===== config.mk =====
export PLATFORM = sky130hd
export DESIGN_NAME = stim_pattern_gen
export DESIGN_NICKNAME = d
export VERILOG_FILES = /design/src/rtl/stim_pattern_gen.sv
export SDC_FILE = /design/constraint.sdc
export NUM_CORES = 1
export LEC_CHECK = 0
export CORE_ASPECT_RATIO = 1.2
export CORE_MARGIN = 1.5
export CORE_UTILIZATION = 47
export CTS_CLUSTER_DIAMETER = 80
export DETAILED_ROUTE_END_ITERATION = 8
export GPL_TIMING_DRIVEN = 0
export PLACE_DENSITY = 0.85
export SLEW_MARGIN = 25
export SYNTH_ARGS = -nofsm -noshare
export SYNTH_HDL_FRONTEND = slang
export SYNTH_SLANG_ARGS = --single-unit

===== constraint.sdc =====
create_clock -name clk -period 2 [get_ports clk]
set_clock_uncertainty 0.2 [all_clocks]
set_input_delay 0.5 -clock clk [delete_from_list [all_inputs] [get_ports clk]]
set_output_delay 0.5 -clock clk [all_outputs]
set_load 0.01 [all_outputs]

===== src/rtl/stim_pattern_gen.sv =====
// rtl/stim_pattern_gen.sv - sequenced stimulus pattern generator with rotate-XOR response signature
// Steps a WIDTH-bit pattern through binary/Gray/walking-one/down sequences, holding each for HOLD_CYCLES clocks.

module stim_pattern_gen #(
  parameter int WIDTH       = 4,
  parameter int HOLD_CYCLES = 50,
  parameter int RESP_W      = 4
) (
  input  logic              clk,
  input  logic              rst_n,
  input  logic              start,
  input  logic              stop,
  input  logic [1:0]        mode,
  input  logic              loop,
  input  logic [RESP_W-1:0] resp,
  output logic [WIDTH-1:0]  pattern,
  output logic              valid,
  output logic              busy,
  output logic [WIDTH:0]    idx,
  output logic              done,
  output logic [RESP_W-1:0] sig
);

  localparam int CW = (HOLD_CYCLES > 1) ? $clog2(HOLD_CYCLES) : 1;
  localparam logic [CW-1:0] RELOAD = CW'(HOLD_CYCLES - 1);

  localparam logic [1:0] MODE_BIN  = 2'b00;
  localparam logic [1:0] MODE_GRAY = 2'b01;
  localparam logic [1:0] MODE_WALK = 2'b10;

  localparam logic [WIDTH:0] LAST_FULL = (WIDTH+1)'((1 << WIDTH) - 1);
  localparam logic [WIDTH:0] LAST_WALK = (WIDTH+1)'(WIDTH - 1);

  typedef enum logic {
    S_IDLE = 1'b0,
    S_RUN  = 1'b1
  } state_t;

  state_t            state, state_n;
  logic [1:0]        mode_q, mode_n;
  logic              loop_q, loop_n;
  logic [CW-1:0]     cnt, cnt_n;
  logic [WIDTH-1:0]  pattern_n;
  logic              valid_n;
  logic              busy_n;
  logic [WIDTH:0]    idx_n;
  logic              done_n;
  logic [RESP_W-1:0] sig_n;
  logic [WIDTH:0]    last_idx;
  logic [WIDTH:0]    idx_inc;

  function automatic logic [WIDTH-1:0] pat_of(input logic [1:0] m, input logic [WIDTH:0] i);
    logic [WIDTH-1:0] b;
    b = i[WIDTH-1:0];
    case (m)
      MODE_BIN:  return b;
      MODE_GRAY: return b ^ (b >> 1);
      MODE_WALK: return WIDTH'(1) << b;
      default:   return ~b;
    endcase
  endfunction

  function automatic logic [RESP_W-1:0] rotl1(input logic [RESP_W-1:0] s);
    return {s[RESP_W-2:0], s[RESP_W-1]};
  endfunction

  assign last_idx = (mode_q == MODE_WALK) ? LAST_WALK : LAST_FULL;
  assign idx_inc  = idx + 1'b1;

  always_comb begin
    state_n   = state;
    mode_n    = mode_q;
    loop_n    = loop_q;
    cnt_n     = cnt;
    pattern_n = pattern;
    valid_n   = valid;
    busy_n    = busy;
    idx_n     = idx;
    done_n    = 1'b0;
    sig_n     = sig;

    case (state)
      S_IDLE: begin
        // start beats a simultaneous stop here; stop only matters while running
        if (start) begin
          state_n   = S_RUN;
          mode_n    = mode;
          loop_n    = loop;
          idx_n     = '0;
          pattern_n = pat_of(mode, '0);
          sig_n     = '0;
          cnt_n     = RELOAD;
          valid_n   = 1'b1;
          busy_n    = 1'b1;
        end
      end

      S_RUN: begin
        if (stop) begin
          state_n   = S_IDLE;
          valid_n   = 1'b0;
          busy_n    = 1'b0;
          pattern_n = '0;
          idx_n     = '0;
        end else if (cnt == '0) begin
          sig_n = rotl1(sig) ^ resp;
          cnt_n = RELOAD;
          if (idx == last_idx) begin
            done_n = 1'b1;
            idx_n  = '0;
            if (loop_q) begin
              pattern_n = pat_of(mode_q, '0);
            end else begin
              state_n   = S_IDLE;
              valid_n   = 1'b0;
              busy_n    = 1'b0;
              pattern_n = '0;
            end
          end else begin
            idx_n     = idx_inc;
            pattern_n = pat_of(mode_q, idx_inc);
          end
        end else begin
          cnt_n = cnt - 1'b1;
        end
      end

      default: begin
        state_n = S_IDLE;
      end
    endcase
  end

  always_ff @(posedge clk) begin
    if (!rst_n) begin
      state   <= S_IDLE;
      mode_q  <= MODE_BIN;
      loop_q  <= 1'b0;
      cnt     <= '0;
      pattern <= '0;
      valid   <= 1'b0;
      busy    <= 1'b0;
      idx     <= '0;
      done    <= 1'b0;
      sig     <= '0;
    end else begin
      state   <= state_n;
      mode_q  <= mode_n;
      loop_q  <= loop_n;
      cnt     <= cnt_n;
      pattern <= pattern_n;
      valid   <= valid_n;
      busy    <= busy_n;
      idx     <= idx_n;
      done    <= done_n;
      sig     <= sig_n;
    end
  end

endmodule


Yosys cells after proc, flatten, opt, wreduce, memory -nomap -nowiden:

Index checks and enable logic that the tools add are counted.

* bits in registers: 25
* bits in latches: 0
* memory bits (writable): 0
* memory bits (read-only): 0
* input port bits: 11
* output and inout bits: 16
* word-level logic and storage cells: 76
* memories kept: 0

* add/sub/neg operators: 2
* multipliers: 0
* divide/modulo/power cells: 0
* $lt $le $gt $ge: 0
* equality and inequality tests: 11
* shifts and indexed selects: 1
* muxes and demuxes: 36
* bitwise gates (word level): 6
* reduce and logical (&&, ||, !) cells: 11

Operators by type and width (count)
* 2-to-1 mux 4 bit: 9
* case mux 4 bit (2 select lines): 4
* 2-to-1 mux 5 bit: 4
* 2-to-1 mux 6 bit: 3
* case mux 4 bit (3 select lines): 1
* case mux 6 bit (2 select lines): 1
* 2-to-1 mux 1 bit: 11
* case mux 5 bit (2 select lines): 1
* zero test 6 bit: 1
* != test 3 x 2 -> 1 bit (second input constant): 2
* AND reduction 2 bit: 3
* subtractor 6 x 1 -> 6 bit (second input constant): 1
* adder 5 x 1 -> 5 bit (second input constant): 1
* == test 5 x 4 -> 1 bit: 1
* == test 2 x 1 -> 1 bit (second input constant): 2
* == test 2 bit (second input constant): 2
* zero test 2 bit: 2
* != test 2 bit (second input constant): 2
* inverter 4 bit: 1
* case mux 1 bit (2 select lines): 2
* AND reduction 4 bit: 1
* OR reduction 2 bit: 2
* OR reduction 4 bit: 1
* << shifter 1 x 4 -> 4 bit (first input constant): 1
* 6 further kinds: 8

Logic depth before layout (Yosys ltp):

* depth in word-level cells: 8
* mapped depth: 8
* mapped depth without buffers: 6

Worst setup path after synthesis:

No wires, ideal clock.

* path type: register -> register
* start point: register idx[1]
* end point: register idx[3]
* setup time: 0.071 ns
* arrival: 1.906 ns
* data required time: 1.729 ns
* slack: -0.177 ns
* cell stages (with the launch flop): 9
* path buffers: 3
* period minus slack after synthesis: 2.177 ns
* cell sequence: dfxtp_1 > ha_1 > clkbuf_1 > nand2b_1 > clkbuf_1 > or2_0 > buf_2 > or4b_1 > a21oi_1

* word-level cells in the longest chain between the ends: 5
* elaborated cells on any way between the ends: 6
* those cells by class: add/sub: 1; eq/ne: 1; mux: 4

RTL lines
* start, declared: RTL line 19 `output logic [WIDTH:0] idx,`
* start signal, assigned: RTL line 154 `idx <= idx_n;`
* adder 5 x 1 -> 5 bit / == test 5 x 4 -> 1 bit (equally long branches): RTL line 68, 108
* 2-to-1 mux 5 bit *: RTL line 108 `if (idx == last_idx) begin`
* 2-to-1 mux 5 bit *: RTL line 105 `end else if (cnt == '0) begin`
* 2-to-1 mux 5 bit *: RTL line 99 `if (stop) begin`
* case mux 5 bit (2 select lines) *: RTL line 82 `case (state)`

Mark *: on every way between the ends. The rest lies on a longest branch, timed or not. The select of a mux whose other input is x is not followed.
A chain may end at the register's enable or synchronous reset.

Worst setup path after layout:

* start point: input port stop
* end point: register idx[3]

* word-level cells in the longest chain between the ends: 2
* elaborated cells on any way between the ends: 4
* those cells by class: eq/ne: 1; mux: 2; reduce/logical: 1

RTL lines
* start, declared: RTL line 12 `input logic stop,`
* 2-to-1 mux 5 bit / != test 3 x 2 -> 1 bit (equally long branches)
* case mux 5 bit (2 select lines) / AND reduction 2 bit (equally long branches)

Parallel ways exist; a longest one is shown, timed or not.

==> results.md <==
- Vert. Die Dim: 64.7 µm
- Initial antenna violation count: 0
- DRC errors left: 0
- Clock Path Buffers: 2
- Async S/R FF share, synth: 0%
- Average size of a mapped cell: 7.86 µm²
- Synth cell types: 49
- Worst setup margin: -0.0440 ns
- First-pass GRT wire length: 6290 µm
- HP Class: reg -> reg
- Clock root buffer: clkbuf_4
- Crit path arrival time: 2.09 ns
- Overall Global Routing Usage: 23.7%
- Via count: 1632
- Initial DRC count: 65
- Post-synthesis sequential area ratio: 33.5%
- Syn Nets: 204
- Pin count of the biggest net entering global routing: 14
- Rows: 22
- Post-CTS Hold Fix Bufs: 0
- Total power: 1.12 mW
- Number of synthesized register bits: 25
- RSZ-0062 raised after global routing: yes
- Worst slew pin tran: 0.492 ns
- Setup violations, final: 3
- Final nets: 247
- Clk_lat worst skew: 0.32 ns
- Final clock period utilization by the worst path: 102%
- CTS tree: yes
- CP max-delay cell: or4b_4
- Area grow syn2layout: 37.8%
- Synthesis Warnings: 0
- Data required time at the worst endpoint: 2.05 ns
- Filler cells: 247
- Violations in the final reports: setup timing
- CTS buffer count: 3
- Outcome: complete, but fails checks
- CP endpoint kind: flip-flop
- Final antenna-violating net count: 0
- Crit path largest cell delay: 0.52 ns
- Synth Cell Area: 0.00149 mm²
- Most frequent cells in the layout: clkdlybuf4s50_1 (25), nand2_1 (19), dfxtp_1 (17)
- Die width: 54.4 µm
- Final hold violations: 0
- Slew Limit Fails: 0
- Leak: 0.775 nW
- Largest area contributor in the netlist: dfxtp_1
- I/O Pins: 27
- Pwr Density: 544 mW/mm²
- Synth Instances: 190
- Minimum clock period: 2.04 ns
- Slew HR: 67.1%
- Layout cells sized above 1: 25.4%
- Dominant synthesized flop cell: dfxtp_1
- CP startpoint kind: input port
- CP Max Fanout: 2
- Number of global-route vias before repair: 1477
- Dpl ws: -0.624 ns
- Max Cap Viol: 0
- R2r setup slk: -0.04 ns
- EDFF count, synth: 0
- GRT overflow: 0
- # clock sinks: 25
- CTS clk-pin slew, worst paths: 0.14 ns
- Initial core utilization: 48.9%
- DRT Pass-1 Iters: 5
- Routed vias/inst: 6.09
- Total Wirelength: 4120 µm
- Die ar.: 0.00352 mm²
- Core region area: 0.00306 mm²
- Avg WL per Cell: 15.4 µm
- Port bufs: 26
- Top cell type's share of synthesized area: 33.5%
- DP HPWL: 2630 µm
- Register area: 515 µm²
- N_diodes: 0
- Area taken by multi-input logic gates: 998 µm²
- Peak supply drop: 0.390 mV
- Critical Path, Cell by Cell: clkdlybuf4s50_1, nand2b_4, a21oi_4, or2_4, or4b_4, a21oi_2
- H-tree depth: 1
- Fmax: 489 MHz
- GPL Wtd Cong: 0.941
- Critical path class: in -> reg
- Most common cell after layout, fill and taps aside: clkdlybuf4s50_1
- Ranking of synthesized cells by area: dfxtp_1 (34%), a21oi_1 (5.4%), nand2_1 (4.8%)
critical path, delay by kind of cell:
family / cells / cell delay [ns]
compound gates: 2 / 0.17
buf+inv: 1 / 0.48
simple gates: 3 / 0.94
area by class of cell:
class / count / area share [%]
buffer: 12 / 3.89
multi-input combinational: 144 / 48.5
timing repair buffer: 40 / 17.6
tap: 36 / 2.19
sequential: 25 / 25.1
clock buffer: 4 / 1.28
inverter: 7 / 1.46
routing by layer:
metal	vias up	GRT usage, %	routed length, µm
met5	-	0	0
met4	0	10.3	162
met3	25	3.00	198
met2	79	40.7	2100
met1	757	28.5	1660
li1	771	-	-
path summary, 6_finish.rpt:
check	startpoint	endpoint	cells after the start
worst max-delay path	stop	idx[3]	6
worst min-delay path	idx[4]	idx[4]	2
worst max register to register	cnt[5]	idx[3]	5
worst min register to register	idx[4]	idx[4]	2
metrics by stage:
step                instance area [µm²]  hold slack, ns  setup TNS, ns  cells  utilization (%)
finish                             2060           0.270        -0.0661    268             67.3
global route                       2060           0.328         -0.543    268             67.3
CTS                                1920           0.287         -0.205    259             62.8
detailed placement                 1810           0.269          -8.92    252             59.3
global placement                   1810           0.270          -8.36    252             59.3
floorplan                          1510           0.257       -0.00529    190                -
flip-flops by register name, indices dropped and copies added (netlist names):
signal	cells
state	1
cnt	6
idx	5
pattern	4
done	1
loop_q	1
mode_q	2
busy	1
sig	4
synth_stat cells, types with 2 or more instances:
master and number:
mux2i_1 2, clkbuf_1 9, nand2b_1 4, dfxtp_1 25
buf_2 4, a211oi_1 3, o21ai_0 8, o2111ai_1 2
a21o_1 2, nor3_1 5, nand4_1 4, nor2_1 17
nand3_1 7, nor2b_1 5, ha_1 3, xnor2_1 2
and2_1 2, inv_1 6, a22oi_1 2, a31oi_1 5
xor2_1 6, or2_0 2, o221a_2 5, or3_1 2
nand2_1 19, a21oi_1 16
report_power, final:
group / internal (mW) / switching (mW)
clock network: 0.0780 / 0.144
registers: 0.528 / 0.0302
logic: 0.165 / 0.173
total: 0.771 / 0.348
logic make-up after synthesis:
logic type | share of synthesized area, %
buffers and inverters | 5.87
AOI/OAI and AO/OA | 24.7
adders and majority gates | 2.51
xor gates and xnor gates | 4.69
and+or+nand+nor | 26.6
muxes | 2.10
DFF | 33.5
repair_timing:
action / 4_1_cts / 5_1_grt
setup endpoints to repair: 17 / 23
pin swaps: 4 / 7
setup buffers: 4 / 9
resized for setup: 19 / 30
endpoints found under the hold margin: 0 / 0
gates cloned: 0 / 1
No activity file was read; power rests on OpenSTA's default activity.
